===== config.mk =====
export PLATFORM = sky130hd
export DESIGN_NAME = seg7_scan_decoder
export DESIGN_NICKNAME = d
export VERILOG_FILES = /design/src/rtl/seg7_pkg.sv /design/src/rtl/seg7_stable_filter.sv /design/src/rtl/seg7_scan_decoder.sv
export SDC_FILE = /design/constraint.sdc
export NUM_CORES = 1
export LEC_CHECK = 0
export CORE_ASPECT_RATIO = 1.1
export CORE_MARGIN = 2
export CORE_UTILIZATION = 55
export DETAILED_ROUTE_END_ITERATION = 10
export DONT_BUFFER_PORTS = 1
export PLACE_DENSITY = 0.74
export SKIP_CTS_REPAIR_TIMING = 1
export SLEW_MARGIN = 20
export SYNTH_ARGS = -nofsm -noshare
export SYNTH_HDL_FRONTEND = slang
export SYNTH_SLANG_ARGS = --single-unit

===== constraint.sdc =====
create_clock -name clk -period 23.5 [get_ports clk]
set_input_delay 5.875 -clock clk [delete_from_list [all_inputs] [get_ports clk]]
set_output_delay 5.875 -clock clk [all_outputs]
set_load 0.02 [all_outputs]

===== src/rtl/seg7_pkg.sv =====
// Shared definitions for the scanned 7-segment display path: segment bit order,
// the hex glyph table and the reverse glyph lookup.
package seg7_pkg;

  // Active-low segment byte layout as it appears on the bus.
  typedef struct packed {
    logic dp;
    logic g;
    logic f;
    logic e;
    logic d;
    logic c;
    logic b;
    logic a;
  } seg_t;

  // Active-low glyphs for nibbles 0..F; index n holds the glyph for value n.
  localparam logic [15:0][7:0] SEG_HEX = {
    8'h8E, 8'h86, 8'hA1, 8'hC6, 8'h83, 8'h88, 8'h90, 8'h80,
    8'hF8, 8'h82, 8'h92, 8'h99, 8'hB0, 8'hA4, 8'hF9, 8'hC0
  };

  function automatic logic [6:0] seg_key(input logic [7:0] seg);
    seg_t s;
    s = seg_t'(seg);
    return {s.g, s.f, s.e, s.d, s.c, s.b, s.a};
  endfunction

  // Returns {miss, nibble}; the decimal point never affects the match.
  function automatic logic [4:0] hex_lookup(input logic [7:0] seg);
    logic [4:0] res;
    res = 5'h10;
    for (int i = 15; i >= 0; i--) begin
      if (seg_key(seg) == seg_key(SEG_HEX[i])) res = {1'b0, 4'(i)};
    end
    return res;
  endfunction

endpackage


===== src/rtl/seg7_stable_filter.sv =====
// Input synchronizer plus dwell filter: emits one accept pulse per input value
// that stays unchanged for STABLE_CYC synchronized samples.
module seg7_stable_filter #(
  parameter int unsigned WIDTH       = 16,
  parameter int unsigned SYNC_STAGES = 2,
  parameter int unsigned STABLE_CYC  = 4,
  parameter int unsigned CNT_W       = 16
) (
  input  logic             clk,
  input  logic             reset,
  input  logic [WIDTH-1:0] i_data,
  output logic [WIDTH-1:0] o_data,
  output logic             o_accept
);

  localparam logic [CNT_W-1:0] CntMax = CNT_W'(STABLE_CYC);
  localparam logic [CNT_W-1:0] CntAcc = CNT_W'(STABLE_CYC - 1);

  logic [WIDTH-1:0] r_sync [SYNC_STAGES];
  logic [WIDTH-1:0] r_prev;
  logic [CNT_W-1:0] r_cnt;
  logic             r_done;

  logic [WIDTH-1:0] w_s;
  logic             w_same;
  logic [CNT_W-1:0] w_cnt_d;
  logic             w_accept;
  logic             w_done_d;

  assign w_s = r_sync[SYNC_STAGES-1];

  always_comb begin
    w_same   = (w_s == r_prev);
    w_cnt_d  = '0;
    if (w_same) w_cnt_d = (r_cnt == CntMax) ? r_cnt : r_cnt + CNT_W'(1);
    // Fires on the transition into STABLE_CYC-1, so a dwell yields at most one accept.
    w_accept = w_same && !r_done && (w_cnt_d == CntAcc);
    w_done_d = w_same && (r_done || w_accept);
  end

  always_ff @(posedge clk or posedge reset) begin
    if (reset) begin
      for (int i = 0; i < SYNC_STAGES; i++) r_sync[i] <= '0;
      r_prev <= '0;
      r_cnt  <= '0;
      r_done <= 1'b0;
    end else begin
      r_sync[0] <= i_data;
      for (int i = 1; i < SYNC_STAGES; i++) r_sync[i] <= r_sync[i-1];
      r_prev <= w_s;
      r_cnt  <= w_cnt_d;
      r_done <= w_done_d;
    end
  end

  assign o_data   = w_s;
  assign o_accept = w_accept;

endmodule


===== src/rtl/seg7_scan_decoder.sv =====
// Rebuilds the 8-digit frame from a scanned 7-segment bus (segment byte plus
// active-low one-hot anode select), with optional glyph-to-nibble decoding.
module seg7_scan_decoder
  import seg7_pkg::*;
#(
  parameter int unsigned SYNC_STAGES = 2,
  parameter int unsigned STABLE_CYC  = 4,
  parameter int unsigned CNT_W       = 16
) (
  input  logic        clk,
  input  logic        reset,
  input  logic [7:0]  seg_i,
  input  logic [7:0]  an_i,
  input  logic        hex_mode_i,
  output logic [63:0] frame_data_o,
  output logic [31:0] hex_data_o,
  output logic        frame_valid_o,
  output logic        hex_err_o,
  output logic        sel_err_o,
  output logic [7:0]  digit_mask_o
);

  logic [15:0] w_s;
  logic        w_accept;
  logic [7:0]  w_seg;
  logic [7:0]  w_an_n;
  logic        w_single;
  logic        w_multi;
  logic        w_cap;
  logic [4:0]  w_lut;

  logic [7:0][7:0] r_slot;
  logic [7:0][3:0] r_nib;
  logic [7:0]      r_bad;
  logic [7:0]      r_mask;
  logic [63:0]     r_frame;
  logic [31:0]     r_hex;
  logic            r_valid;
  logic            r_hex_err;
  logic            r_sel_err;

  seg7_stable_filter #(
    .WIDTH      (16),
    .SYNC_STAGES(SYNC_STAGES),
    .STABLE_CYC (STABLE_CYC),
    .CNT_W      (CNT_W)
  ) u_filter (
    .clk     (clk),
    .reset   (reset),
    .i_data  ({seg_i, an_i}),
    .o_data  (w_s),
    .o_accept(w_accept)
  );

  always_comb begin
    w_seg    = w_s[15:8];
    w_an_n   = ~w_s[7:0];
    w_single = (w_an_n != 8'h00) && ((w_an_n & (w_an_n - 8'd1)) == 8'h00);
    w_multi  = (w_an_n != 8'h00) && !w_single;
    w_cap    = w_accept && w_single;
    w_lut    = hex_lookup(w_seg);
  end

  always_ff @(posedge clk or posedge reset) begin
    if (reset) begin
      r_slot    <= '0;
      r_nib     <= '0;
      r_bad     <= '0;
      r_mask    <= '0;
      r_frame   <= '0;
      r_hex     <= '0;
      r_valid   <= 1'b0;
      r_hex_err <= 1'b0;
      r_sel_err <= 1'b0;
    end else begin
      r_valid   <= 1'b0;
      r_sel_err <= w_accept && w_multi;
      for (int k = 0; k < 8; k++) begin
        if (w_cap && w_an_n[k]) begin
          r_slot[k] <= w_seg;
          r_nib[k]  <= w_lut[3:0];
          r_bad[k]  <= w_lut[4];
        end
      end
      if (r_mask == 8'hFF) begin
        r_frame   <= r_slot;
        r_hex     <= r_nib;
        r_hex_err <= hex_mode_i & (|r_bad);
        r_valid   <= 1'b1;
        // A capture landing on the completion cycle starts the next frame.
        r_mask    <= w_cap ? w_an_n : 8'h00;
      end else if (w_cap) begin
        r_mask <= r_mask | w_an_n;
      end
    end
  end

  assign frame_data_o  = r_frame;
  assign hex_data_o    = r_hex;
  assign frame_valid_o = r_valid;
  assign hex_err_o     = r_hex_err;
  assign sel_err_o     = r_sel_err;
  assign digit_mask_o  = r_mask;

endmodule


==> results.yml <==
run_status:
  status: "completed"
cts:
  cts_sinks: 276
  cts_root_buf: "clkbuf_16"
  cts_buffer_depth: 3
  clk_latency_ps: 540
  cts_tree: "done"
  h-tree-depth: 1
  cts_buffers: 27
  path_clk_slew_ps: 60
power_and_ir_drop:
  p_leak_nw: 6.24
  comb_power_share_pct: 2.1
  swShare_pct: 21.0
  peakVddDrop_mv: 0.0622
  total_power_w: 0.000946
  p_sw_w: 0.000199
  pwr-share-clk_pct: 46.7
  p_int_w: 0.000748
  powerDensity_mw_per_mm2: 76.8
  seq_power_share_pct: 51.2
final_layout:
  syn2layout_area_growth_pct: 8.78
  fillers: 1607
  drive_above_1_share_pct: 19.4
  ff_latch_area_mm2: 0.00691
  final_common_cell: "nand2_1"
  nets: 967
  n_antenna_cell: 0
  multi_input_area_mm2: 0.00402
  final_cell_mix: "317 x nand2_1, 276 x dfrtp_1, 59 x mux2_2"
global_routing:
  track_usage_pct: 21.5
  grt_max_degree: 122
  grt_pass1_wl_mm: 37.4
  grt_overflow: 0
  grt_pass1_vias: 6877
  grt_antenna_before_repair: 0
detailed_routing:
  viasPerCell: 5.59
  postRouteAntennaNets: 0
  wl_per_cell_um: 18.7
  drc_errors: 0
  drt-initial-drc-count: 455
  finalWirelength_mm: 22.9
  dr.pass1.iters: 4
  vias: 6826
timing:
  hold_viol: 0
  finClkSkew_ps: 17.6
  rsz0062_at_grt: "false"
  setup_violations: 0
  max_freq_mhz: 145
  worst_pin_slew_ps: 948
  period_share_pct: 29.4
  tns_ps: 0
  setup_slack_ps: 16590
  min_period_ps: 6910
  slew_viol_final: 0
  worst_slew_margin_rel_pct: 36.5
worst_setup_path:
  cp-startpoint: "hex_err_o$_DFFE_PP0P_"
  path_max_fanout: 2
  setup.worst_path.end_class: "output pin"
  crit_type: "reg2out"
  worstSetupStartpointType: "flop"
  reg2reg_depth: 6
  worstPathRequired_ps: 17620
  cp_num_cells: 0
  r2r-start: "u_filter.o_data[9]$_DFF_PP0_"
  cp.arrival_ps: 1040
logic_synthesis:
  ys_seq_area_share_pct: 61.0
  synth_edf_count: 0
  post_synth_inst_count: 959
  syn_area_mm2: 0.0113
  ys_warn_count: 0
  synth.distinct_cells: 69
  ys_ff_latch: 276
  synth_ff_type: "dfrtp_1"
  syn_avg_cell_area_um2: 11.8
  synth_fp_nets: 980
  async_flop_share_pct: 100
floorplanning:
  core_area_mm2: 0.0204
  die_x_um: 141
  placementRows: 55
  start_util_pct: 55.6
  die_y_um: 155
  num_io_pins: 126
  dieArea_mm2: 0.0218
placement:
  pre_cts_ws_ps: 16010
  post-dp-hpwl_mm: 13.8
  place_congestion: 0.827
  io_buffers: 0
worst_hold_path:
  min_from: "u_filter.r_sync[20]$_DFF_PP0_"
  hold_depth: 0
  hp-class: "reg2reg"
job:
  cap_violations: 0
==> cell usage after synthesis, types with 2 or more instances <==
library cell | number | area, µm²
nand2_1 | 317 | 1190
dfrtp_1 | 276 | 6910
mux2_2 | 59 | 664
mux2_4 | 46 | 691
nor2_1 | 36 | 135
clkbuf_1 | 24 | 90.1
xor2_1 | 22 | 193
a21oi_1 | 14 | 70.1
nand4_1 | 12 | 75.1
buf_6 | 10 | 113
xnor2_1 | 10 | 87.6
nor4_1 | 9 | 56.3
nor3_1 | 8 | 40.0
nand3_1 | 7 | 35.0
buf_2 | 6 | 30.0
inv_1 | 6 | 22.5
o21ai_0 | 6 | 30.0
a21o_2 | 5 | 43.8
buf_8 | 5 | 75.1
nor4b_4 | 5 | 119
and3_1 | 4 | 25.0
buf_1 | 4 | 15.0
buf_4 | 4 | 30.0
and4_1 | 3 | 26.3
dlygate4sd1_1 | 3 | 26.3
mux2i_1 | 3 | 30.0
nand4b_1 | 3 | 26.3
nor3b_1 | 3 | 22.5
a31oi_1 | 2 | 12.5
ha_1 | 2 | 25.0
maj3_1 | 2 | 20.0
nor4_4 | 2 | 42.5
o21ai_1 | 2 | 10.0
or2b_1 | 2 | 15.0
or3_1 | 2 | 12.5
or4_1 | 2 | 15.0
==> metrics by stage <==
stage | hold slack [ps] | cell area [µm²] | instances | utilization [%]
floorplan | 331 | 11300 | 959 | -
global placement | 333 | 11400 | 1172 | 55.9
detailed placement | 335 | 11400 | 1172 | 55.9
CTS | 348 | 12300 | 1221 | 60.4
global route | 355 | 12300 | 1222 | 60.5
finish | 346 | 12300 | 1222 | 60.5
==> cell type report <==
class,count,area share [%]
Clock buffer,38,6.30
Tap cell,256,2.60
Inverter,7,0.284
Clock inverter,11,1.18
Sequential cell,276,56.0
Multi-Input combinational cell,619,32.6
Timing Repair Buffer,15,1.02
==> kinds of logic after synthesis <==
kind of cell / share of synthesized area [%]
compound gates: 2.87
xor+xnor: 2.47
fa+ha+maj: 0.398
buf+inv: 3.67
flops: 61.0
mux: 12.2
simple gates: 17.4
==> final timing paths <==
kind / endpoint / slack (ps)
setup / recovery: hex_err_o / 16590
hold / removal: u_filter.o_data[4]$_DFF_PP0_ / 350
setup reg to reg: r_slot[10]$_DFFE_PP0P_ / 18930
hold reg to reg: u_filter.o_data[4]$_DFF_PP0_ / 350
max in group asynchronous: r_slot[39]$_DFFE_PP0P_ / 16660
min in group asynchronous: u_filter.r_sync[20]$_DFF_PP0_ / 5330
==> power by group through the flow <==
stage	Clock (W)	Combinational, W	Sequential [W]
after global placement	0	0.0000199	0.000493
after global routing	0.000470	0.0000230	0.000485
after CTS	0.000451	0.0000203	0.000484
after floorplan	0	0.0000161	0.000490
final	0.000442	0.0000199	0.000484
after detailed placement	0	0.0000203	0.000493
==> registers in the layout, indices dropped and copies added (netlist names) <==
name             flops
frame_data_o        64
r_slot              64
hex_data_o          32
r_nib               32
u_filter.o_data     16
u_filter.r_cnt      16
u_filter.r_prev     16
u_filter.r_sync     16
digit_mask_o         8
r_bad                8
frame_valid_o        1
hex_err_o            1
sel_err_o            1
u_filter.r_done      1
==> layer usage <==
metal / share of wire, % / global-route usage [%] / wire (µm) / vias up
met5: 0 / 0 / 0 / -
met4: 1.6 / 4.90 / 374 / 0
met3: 6.9 / 4.55 / 1590 / 30
met2: 49 / 35.8 / 11200 / 170
met1: 42 / 29.5 / 9650 / 3484
li1: - / - / - / 3142
(Power assumes the default switching activity.)
